`config.mk`:
```
export PLATFORM = sky130hd
export DESIGN_NAME = d_ext_pipe
export DESIGN_NICKNAME = d
export VERILOG_FILES = /design/src/rtl/d_ext_pkg.sv /design/src/rtl/d_ext_core.sv /design/src/rtl/d_ext_pipe.sv
export SDC_FILE = /design/constraint.sdc
export NUM_CORES = 1
export LEC_CHECK = 0
export CORE_MARGIN = 10
export CORE_UTILIZATION = 57
export DETAILED_ROUTE_END_ITERATION = 6
export HOLD_SLACK_MARGIN = 0.1
export PLACE_DENSITY = 0.94
export SYNTH_ARGS = -nofsm -noshare
export SYNTH_HDL_FRONTEND = slang
export SYNTH_SLANG_ARGS = --single-unit
```
`constraint.sdc`:
```
create_clock -name clk -period 16.95 [get_ports clk]
set_input_delay 4.2375 -clock clk [delete_from_list [all_inputs] [get_ports clk]]
set_output_delay 4.2375 -clock clk [all_outputs]
set_load 0.005 [all_outputs]
```
`src/rtl/d_ext_pkg.sv`:
```
// Shared encodings for the decode-stage immediate generator.
package d_ext_pkg;

  localparam int unsigned EXT_OP_W = 3;

  localparam logic [EXT_OP_W-1:0] EXT_ZERO = 3'b000;
  localparam logic [EXT_OP_W-1:0] EXT_ZEXT = 3'b001;
  localparam logic [EXT_OP_W-1:0] EXT_SEXT = 3'b010;
  localparam logic [EXT_OP_W-1:0] EXT_LUI  = 3'b011;
  localparam logic [EXT_OP_W-1:0] EXT_BOFF = 3'b100;
  localparam logic [EXT_OP_W-1:0] EXT_BTGT = 3'b101;
  localparam logic [EXT_OP_W-1:0] EXT_JTGT = 3'b110;
  localparam logic [EXT_OP_W-1:0] EXT_RSVD = 3'b111;

endpackage

```
`src/rtl/d_ext_core.sv`:
```
// Combinational immediate extension plus branch/jump target arithmetic.
module d_ext_core
  import d_ext_pkg::*;
#(
  parameter int unsigned XLEN   = 32,
  parameter int unsigned IMM_W  = 16,
  parameter int unsigned JIMM_W = 26
) (
  input  logic [EXT_OP_W-1:0] ext_op,
  input  logic [IMM_W-1:0]    imm_in,
  input  logic [JIMM_W-1:0]   jimm_in,
  input  logic [XLEN-1:0]     pc_in,
  output logic [XLEN-1:0]     result,
  output logic                err
);

  logic [XLEN-1:0] zext;
  logic [XLEN-1:0] sext;
  logic [XLEN-1:0] lui;
  logic [XLEN-1:0] boff;
  logic [XLEN-1:0] pc4;
  logic [XLEN-1:0] btgt;
  logic [XLEN-1:0] jtgt;

  assign zext = {{(XLEN-IMM_W){1'b0}}, imm_in};
  assign sext = {{(XLEN-IMM_W){imm_in[IMM_W-1]}}, imm_in};
  assign lui  = {imm_in, {(XLEN-IMM_W){1'b0}}};
  assign boff = sext << 2;
  assign pc4  = pc_in + XLEN'(4);
  assign btgt = pc4 + boff;
  // Jump keeps the region bits of the sequential PC above the index field.
  assign jtgt = {pc4[XLEN-1:JIMM_W+2], jimm_in, 2'b00};

  always_comb begin
    result = '0;
    err    = 1'b0;
    case (ext_op)
      EXT_ZERO: result = '0;
      EXT_ZEXT: result = zext;
      EXT_SEXT: result = sext;
      EXT_LUI:  result = lui;
      EXT_BOFF: result = boff;
      EXT_BTGT: result = btgt;
      EXT_JTGT: result = jtgt;
      default:  err    = 1'b1;
    endcase
  end

endmodule

```
`src/rtl/d_ext_pipe.sv`:
```
// Immediate generator with a registered, 2-entry skid-buffered output stage.
module d_ext_pipe
  import d_ext_pkg::*;
#(
  parameter int unsigned XLEN   = 32,
  parameter int unsigned IMM_W  = 16,
  parameter int unsigned JIMM_W = 26,
  parameter int unsigned TAG_W  = 5
) (
  input  logic                clk,
  input  logic                reset_n,
  input  logic                flush,
  input  logic                in_valid,
  output logic                in_ready,
  input  logic [EXT_OP_W-1:0] ext_op,
  input  logic [IMM_W-1:0]    imm_in,
  input  logic [JIMM_W-1:0]   jimm_in,
  input  logic [XLEN-1:0]     pc_in,
  input  logic [TAG_W-1:0]    tag_in,
  output logic                out_valid,
  input  logic                out_ready,
  output logic [XLEN-1:0]     imm_out,
  output logic [TAG_W-1:0]    tag_out,
  output logic                op_err
);

  logic [XLEN-1:0]  core_res;
  logic             core_err;
  logic             accept;

  logic             m_valid_q, m_valid_d;
  logic [XLEN-1:0]  m_imm_q,   m_imm_d;
  logic [TAG_W-1:0] m_tag_q,   m_tag_d;
  logic             m_err_q,   m_err_d;
  logic             s_valid_q, s_valid_d;
  logic [XLEN-1:0]  s_imm_q,   s_imm_d;
  logic [TAG_W-1:0] s_tag_q,   s_tag_d;
  logic             s_err_q,   s_err_d;

  d_ext_core #(
    .XLEN   (XLEN),
    .IMM_W  (IMM_W),
    .JIMM_W (JIMM_W)
  ) u_core (
    .ext_op  (ext_op),
    .imm_in  (imm_in),
    .jimm_in (jimm_in),
    .pc_in   (pc_in),
    .result  (core_res),
    .err     (core_err)
  );

  assign accept = in_valid && !s_valid_q;

  // M loads when empty or draining; S catches a beat only while M is stalled.
  always_comb begin
    m_valid_d = m_valid_q;
    m_imm_d   = m_imm_q;
    m_tag_d   = m_tag_q;
    m_err_d   = m_err_q;
    s_valid_d = s_valid_q;
    s_imm_d   = s_imm_q;
    s_tag_d   = s_tag_q;
    s_err_d   = s_err_q;
    if (flush) begin
      m_valid_d = 1'b0;
      s_valid_d = 1'b0;
    end else if (!m_valid_q || out_ready) begin
      if (s_valid_q) begin
        m_valid_d = 1'b1;
        m_imm_d   = s_imm_q;
        m_tag_d   = s_tag_q;
        m_err_d   = s_err_q;
        s_valid_d = 1'b0;
      end else if (accept) begin
        m_valid_d = 1'b1;
        m_imm_d   = core_res;
        m_tag_d   = tag_in;
        m_err_d   = core_err;
      end else begin
        m_valid_d = 1'b0;
      end
    end else if (accept) begin
      s_valid_d = 1'b1;
      s_imm_d   = core_res;
      s_tag_d   = tag_in;
      s_err_d   = core_err;
    end
  end

  always_ff @(posedge clk or negedge reset_n) begin
    if (!reset_n) begin
      m_valid_q <= 1'b0;
      m_imm_q   <= '0;
      m_tag_q   <= '0;
      m_err_q   <= 1'b0;
      s_valid_q <= 1'b0;
    end else begin
      m_valid_q <= m_valid_d;
      m_imm_q   <= m_imm_d;
      m_tag_q   <= m_tag_d;
      m_err_q   <= m_err_d;
      s_valid_q <= s_valid_d;
    end
  end

  // Skid payload is only meaningful while s_valid_q is set.
  always_ff @(posedge clk) begin
    s_imm_q <= s_imm_d;
    s_tag_q <= s_tag_d;
    s_err_q <= s_err_d;
  end

  assign in_ready  = !s_valid_q;
  assign out_valid = m_valid_q;
  assign imm_out   = m_imm_q;
  assign tag_out   = m_tag_q;
  assign op_err    = m_err_q;

endmodule

```
; Word-level counts from Yosys, hierarchy flattened
; Index checks and enable logic that the tools add are counted.
[classes]
n_addsub = 2
n_mul = 0
div = 0
n_lt_le_gt_ge = 0
n_eq_ne = 6
shifts = 0
muxes = 15
bitwise = 2
reduce_logical = 11
[ops]
columns = cell, count
row1 = case mux 32 bit (6 select lines), 1
row2 = 2-to-1 mux 32 bit, 2
row3 = "adder 32 x 3 -> 32 bit, second input constant", 1
row4 = adder 32 bit, 1
row5 = 2-to-1 mux 1 bit, 10
row6 = 2-to-1 mux 5 bit, 2
row7 = "== test 3 bit, second input constant", 3
row8 = OR reduction 7 bit, 1
row9 = "== test 3 x 2 -> 1 bit, second input constant", 2
row10 = AND reduction 3 bit, 2
row11 = nonzero test 2 bit, 2
row12 = "== test 3 x 1 -> 1 bit, second input constant", 1
row13 = zero test 3 bit, 1
row14 = nonzero test 3 bit, 1
row15 = zero test 1 bit, 2
row16 = NOT 1 bit, 2
row17 = logical AND 1 bit, 1
row18 = logical OR 1 bit, 1
[totals]
ff_bits = 78
latch_bits = 0
ram_bits = 0
romBits = 0
inputBits = 87
memories = 0

; Logic depth before layout (Yosys ltp)
[depth]
ltp_word = 6
ltp_mapped = 18

; By module
; A second synthesis with hierarchy kept.
[unflattened]
cells_unflattened = 642
hier_area_um2 = 6342.3
[modules_own_cells]
columns = mod, instances, cells_each, area_each_um2
row1 = d_ext_pipe, 1, 171, 3251.9
row2 = d_ext_core, 1, 471, 3090.5

; Least setup slack after synthesis
; No wires, ideal clock.
[synth_path]
path_type = input to register
from = input out_ready
to = register s_err_q, enable pin
setup_ps = 543
t_arrival_ps = 8431
required_time_ps = 16407
path_slack_ps = 7975
stages = 2
path_buffers = 0
cell_sequence = nand2b_1 nor4b_1
[synth_between]
elab_chain_cells = 3
[synth_rtl]
columns = element, line_no
row1 = start: declaration, d_ext_pipe.sv:21  ; input logic out_ready,
row2 = logical OR 1 bit, d_ext_pipe.sv:68  ; end else if (!m_valid_q || out_ready) begin
row3 = NOT 1 bit (no source line), --
row4 = AND reduction 3 bit (no source line), --
row5 = end signal: assignment, d_ext_pipe.sv:111  ; s_err_q <= s_err_d;
row6 = end: declaration, d_ext_pipe.sv:38  ; logic s_err_q, s_err_d;
; No other way between the ends.
; A chain may end at the register's enable or synchronous reset.

; Final worst setup path
[layout_path]
from = input pc_in[2]
to = register s_imm_q[31] (data pin)
[layout_between]
elab_chain_cells = 3
[layout_rtl]
columns = element, line_no
row1 = start: declaration, d_ext_pipe.sv:18  ; input logic [XLEN-1:0] pc_in,
row2 = adder 32 x 3 -> 32 bit (*), d_ext_core.sv:29  ; assign pc4 = pc_in + XLEN'(4);
row3 = adder 32 bit, d_ext_core.sv:30  ; assign btgt = pc4 + boff;
row4 = case mux 32 bit (6 select lines) (*), d_ext_core.sv:37  ; case (ext_op)
row5 = named net core_res[31], d_ext_pipe.sv:27  ; logic [XLEN-1:0] core_res;
row6 = end signal: assignment, d_ext_pipe.sv:109  ; s_imm_q <= s_imm_d;
row7 = end: declaration, d_ext_pipe.sv:36  ; logic [XLEN-1:0] s_imm_q, s_imm_d;
; Mark *: on every way through the listed nets, which the timed path passes. The rest lies on a longest branch.

==> summary by stage <==
Outcome
The flow ran to the end, and the final reports show no timing, DRC or antenna violations.

Timing
Timing would allow up to 0.119 GHz. The hold violation count in the final report is 0. The post-route worst setup slack is 8.54 ns. At the pin with the least slew margin, the transition time is between 1 and 1.5 ns. Setup repair after global routing left no endpoint under its margin. The worst pin sits at a relative slew slack of 0.299. The final count of negative-setup-slack endpoints is 0.

The setup clock skew after layout is 0.00972 ns. The final period demand of the worst path is between 8 and 9 ns. In the final timing run, aggregate negative setup slack is 0 ns. The number of slew-limit violations in the final report came to 0. The period utilization is 0.496.

Setup path
The worst register-to-register path has a setup slack of 13.79 ns. The kind of end point of the critical path is a flip-flop. The worst setup path is launched from a primary input. The most critical setup path has its startpoint at pc_in[2]. At the worst endpoint, the arrival time is 8.51 ns. Data on the critical path is required at its endpoint by 17.04 ns.

The startpoint of the lowest-slack register-to-register path is s_valid_q. The maximum net fanout on the critical path is 7. The type of the worst setup path is primary input to flip-flop.

Final layout
The net count of the finished layout is 964. Fill cells in the final layout number about 830. In the final layout, the share of cells above drive strength 1 is 0.0437. The repair_antennas step left the layout with diodes totalling 0.

The final standard cell count with taps included and fillers excluded is about 990. Compared with the post-synthesis result, the final layout area differs by 23.3%.

Global route
The first global-routing pass estimated approximately 32 mm of wire. The global router's overall resource usage is 0.241. The residual overflow from global routing is 0. The number of antenna violations at the first check in global routing is 0. The maximum number of pins on one net before global-route repair is 56. The number of global-route vias before repair is 6049.

Logic synthesis
The fraction of synthesized area in multiplexers is 0.0317. The post-synthesis simple-gate area fraction is 0.196. The sequential-to-total area share from yosys stat is 0.337. The synthesis warning total is 0. The number of distinct standard cells referenced by the synthesized netlist is 70. The share of the synthesized area in compound gates (AO/OA/AOI/OAI) is 0.263.

Counting every net in the synthesized netlist gives between 800 and 900. Of the total synthesized cell area, the portion taken by full adders, half adders and majority gates is 0.0701. The count of flip-flops with a built-in enable after synthesis is 38.

The post-synthesis cell count is 738. A synthesized cell averages 8.60 um2. The total standard cell area after synthesis is about 6300 um2. The XOR/XNOR share of the synthesized area is 0.0701. The number of storage elements in the synthesis netlist is 78. Of all flip-flops after synthesis, the portion carrying an async set or reset was 0.513. The main combinational cell family by area after synthesis is compound AO/OA/AOI/OAI gates.

The dominant synthesized flop cell is sky130_fd_sc_hd__dfrtp_1.

Die
In this run the core area contains 38 standard-cell rows. The I/O pin total is between 100 and 150. The initial core utilization is 0.583. The core region is 10900 um2. The die covers about 16000 um2. The die height is about 130 um.

From left edge to right edge, the die measures 126 um.

Clock tree
The clock drives 78 sinks. The CTS tree is built. The clock buffer count from CTS is 9. The number of gates resized after cts is 0.

The deepest clock path buffer count is 2. The root buffer selected by CTS is sky130_fd_sc_hd__clkbuf_8. In this run the post-CTS setup repair buffer count came out at 0.

Clock-pin slew was measured on the worst setup and hold paths at around 0.070 ns. The insertion delay to the later sink of the worst-skew pair is 0.35 ns. After clock tree synthesis, the flow added hold-fix buffers numbering 0. CTS built an H-tree with a depth of 3.

Drt
The detailed-route DRC error count is 0. Dividing the detail-routed via count by the number of cells gives 6.30. The via count of the routed design is 6216. Once detail routing completed, the nets flagged for antenna violations numbered 0. Summed over all layers, the routed wires come to about 20 mm. For this block, the initial DRC count from the detailed router was between 600 and 700. The first detailed-routing pass took 6 iterations.

The average routed wire per standard cell is 20.1 um.

Power
The design draws 0.546 mW. The worst vdd rail ir drop is 0.0000686 V. In this run the power density over the cells is ~70 nW/um2. The cell leakage power is ~3.3 nW.

Placement
The wire-length estimate of the detail-placed layout is ~15 mm. At the end of routability-driven placement, the weighted congestion stood at 0.896. Once placement completed, the tool counted placed cells totaling 971. Prior to clock tree synthesis, the placed netlist has a worst setup slack of 8.22 ns. Input and output buffers added on the ports amount to around 130.

Min path
In this run the most critical hold path is launched from imm_out[6]. The min-delay analysis places its worst path in the category flip-flop to flip-flop.

Flow run
Max-cap violations in this run came to 0.
[placed cells by master (no fill, tap or decap), types with 11 or more instances in the layout]
cell type / instances
sky130_fd_sc_hd__a21oi_1: 63
sky130_fd_sc_hd__dfrtp_1: 40
sky130_fd_sc_hd__a22oi_1: 11
sky130_fd_sc_hd__mux2i_1: 19
sky130_fd_sc_hd__o22ai_1: 13
sky130_fd_sc_hd__nor2b_1: 16
sky130_fd_sc_hd__clkdlybuf4s50_1: 125
sky130_fd_sc_hd__nand3_1: 23
sky130_fd_sc_hd__edfxtp_1: 38
sky130_fd_sc_hd__xnor2_1: 27
sky130_fd_sc_hd__ha_1: 34
sky130_fd_sc_hd__o21ai_0: 51
sky130_fd_sc_hd__and3_1: 20
sky130_fd_sc_hd__nand2_1: 80
sky130_fd_sc_hd__nor2_1: 48
sky130_fd_sc_hd__a21o_1: 30
sky130_fd_sc_hd__inv_1: 15
sky130_fd_sc_hd__xor2_1: 22
sky130_fd_sc_hd__o21ai_1: 19
[area by class of cell]
type,instances,area (um2),share of cell area
Sequential cell,78,2140,0.274
Clock inverter,2,10.0,0.00128
Inverter,16,60.1,0.00767
Clock buffer,13,139,0.0177
Multi-Input combinational cell,606,4010,0.512
Timing Repair Buffer,131,1290,0.165
Tap cell,140,175,0.0224
[per-layer routing]
layer  track usage  vias up  wire [um]
li1              -     2944          -
met1         0.320     2917       8470
met2         0.385      314       9250
met5             0        -          0
met3        0.0477       41       1610
met4        0.0779        0        531
[cells in the mapped netlist, types with 10 or more instances]
| cell | instances | area, um2 |
|---|---|---|
| sky130_fd_sc_hd__a21o_1 | 30 | 225 |
| sky130_fd_sc_hd__a21oi_1 | 63 | 315 |
| sky130_fd_sc_hd__a221o_1 | 10 | 100 |
| sky130_fd_sc_hd__a22oi_1 | 11 | 82.6 |
| sky130_fd_sc_hd__and3_1 | 20 | 125 |
| sky130_fd_sc_hd__clkbuf_1 | 34 | 128 |
| sky130_fd_sc_hd__dfrtp_1 | 40 | 1000 |
| sky130_fd_sc_hd__edfxtp_1 | 38 | 1140 |
| sky130_fd_sc_hd__ha_1 | 34 | 425 |
| sky130_fd_sc_hd__inv_1 | 15 | 56.3 |
| sky130_fd_sc_hd__mux2i_1 | 19 | 190 |
| sky130_fd_sc_hd__nand2_1 | 80 | 300 |
| sky130_fd_sc_hd__nand3_1 | 23 | 115 |
| sky130_fd_sc_hd__nor2_1 | 48 | 180 |
| sky130_fd_sc_hd__nor2b_1 | 16 | 100 |
| sky130_fd_sc_hd__o21ai_0 | 51 | 255 |
| sky130_fd_sc_hd__o21ai_1 | 19 | 95.1 |
| sky130_fd_sc_hd__o22ai_1 | 13 | 81.3 |
| sky130_fd_sc_hd__xnor2_1 | 27 | 236 |
| sky130_fd_sc_hd__xor2_1 | 22 | 193 |
[registers in the layout, summed over array words and instances, names as in the netlist]
| name | cells |
|---|---|
| imm_out | 32 |
| s_tag_q | 5 |
| s_err_q | 1 |
| out_valid | 1 |
| op_err | 1 |
| s_imm_q | 32 |
| tag_out | 5 |
| s_valid_q | 1 |
[worst max-delay path, cell delays in order]
cell and delay [ns]:
sky130_fd_sc_hd__clkdlybuf4s50_1 0.55, sky130_fd_sc_hd__ha_1 0.21, sky130_fd_sc_hd__and3_1 0.24, sky130_fd_sc_hd__nand3_1 0.21, sky130_fd_sc_hd__nor2_1 0.35, sky130_fd_sc_hd__nand2_1 0.14
sky130_fd_sc_hd__nor2_1 0.14, sky130_fd_sc_hd__xor2_1 0.29, sky130_fd_sc_hd__ha_1 0.37, sky130_fd_sc_hd__o21a_1 0.22, sky130_fd_sc_hd__o21ai_0 0.29, sky130_fd_sc_hd__o311ai_4 0.14
sky130_fd_sc_hd__or3b_2 0.46, sky130_fd_sc_hd__mux2i_1 0.15, sky130_fd_sc_hd__a31oi_1 0.06, sky130_fd_sc_hd__o2111a_1 0.18, sky130_fd_sc_hd__a31oi_2 0.17, sky130_fd_sc_hd__nand2_1 0.07
[path summary, 6_finish.rpt]
check | end | depth (start not counted)
worst max-delay path | s_imm_q[31] | 18
worst min-delay path | imm_out[6] | 2
worst max register to register | imm_out[29] | 7
worst min register to register | imm_out[6] | 2
max in group asynchronous | imm_out[27] | 1
min in group asynchronous | imm_out[10] | 1
[power breakdown]
group,internal [mW],leakage (nW),switching [mW]
combinational,0.0987,2.33,0.108
sequential,0.217,0.861,0.0103
clock,0.0521,0.0773,0.0602
[per-stage QoR]
step	area (um2)	util	hold WS, ns
CTS	7830	0.719	0.492
detailed placement	7680	0.706	0.476
global placement	7680	0.706	0.461
floorplan	6350	-	0.469
global route	7830	0.719	0.519
finish	7830	0.719	0.487
[cell families (layout without fill, tap and decap cells)]
kind of cell / after synthesis / count (layout)
compound gates: 258 / 258
xor+xnor: 50 / 50
fa+ha+maj: 35 / 35
buf+inv: 54 / 162
flops: 78 / 78
mux: 20 / 20
simple gates: 243 / 243
(Power assumes the default switching activity.)
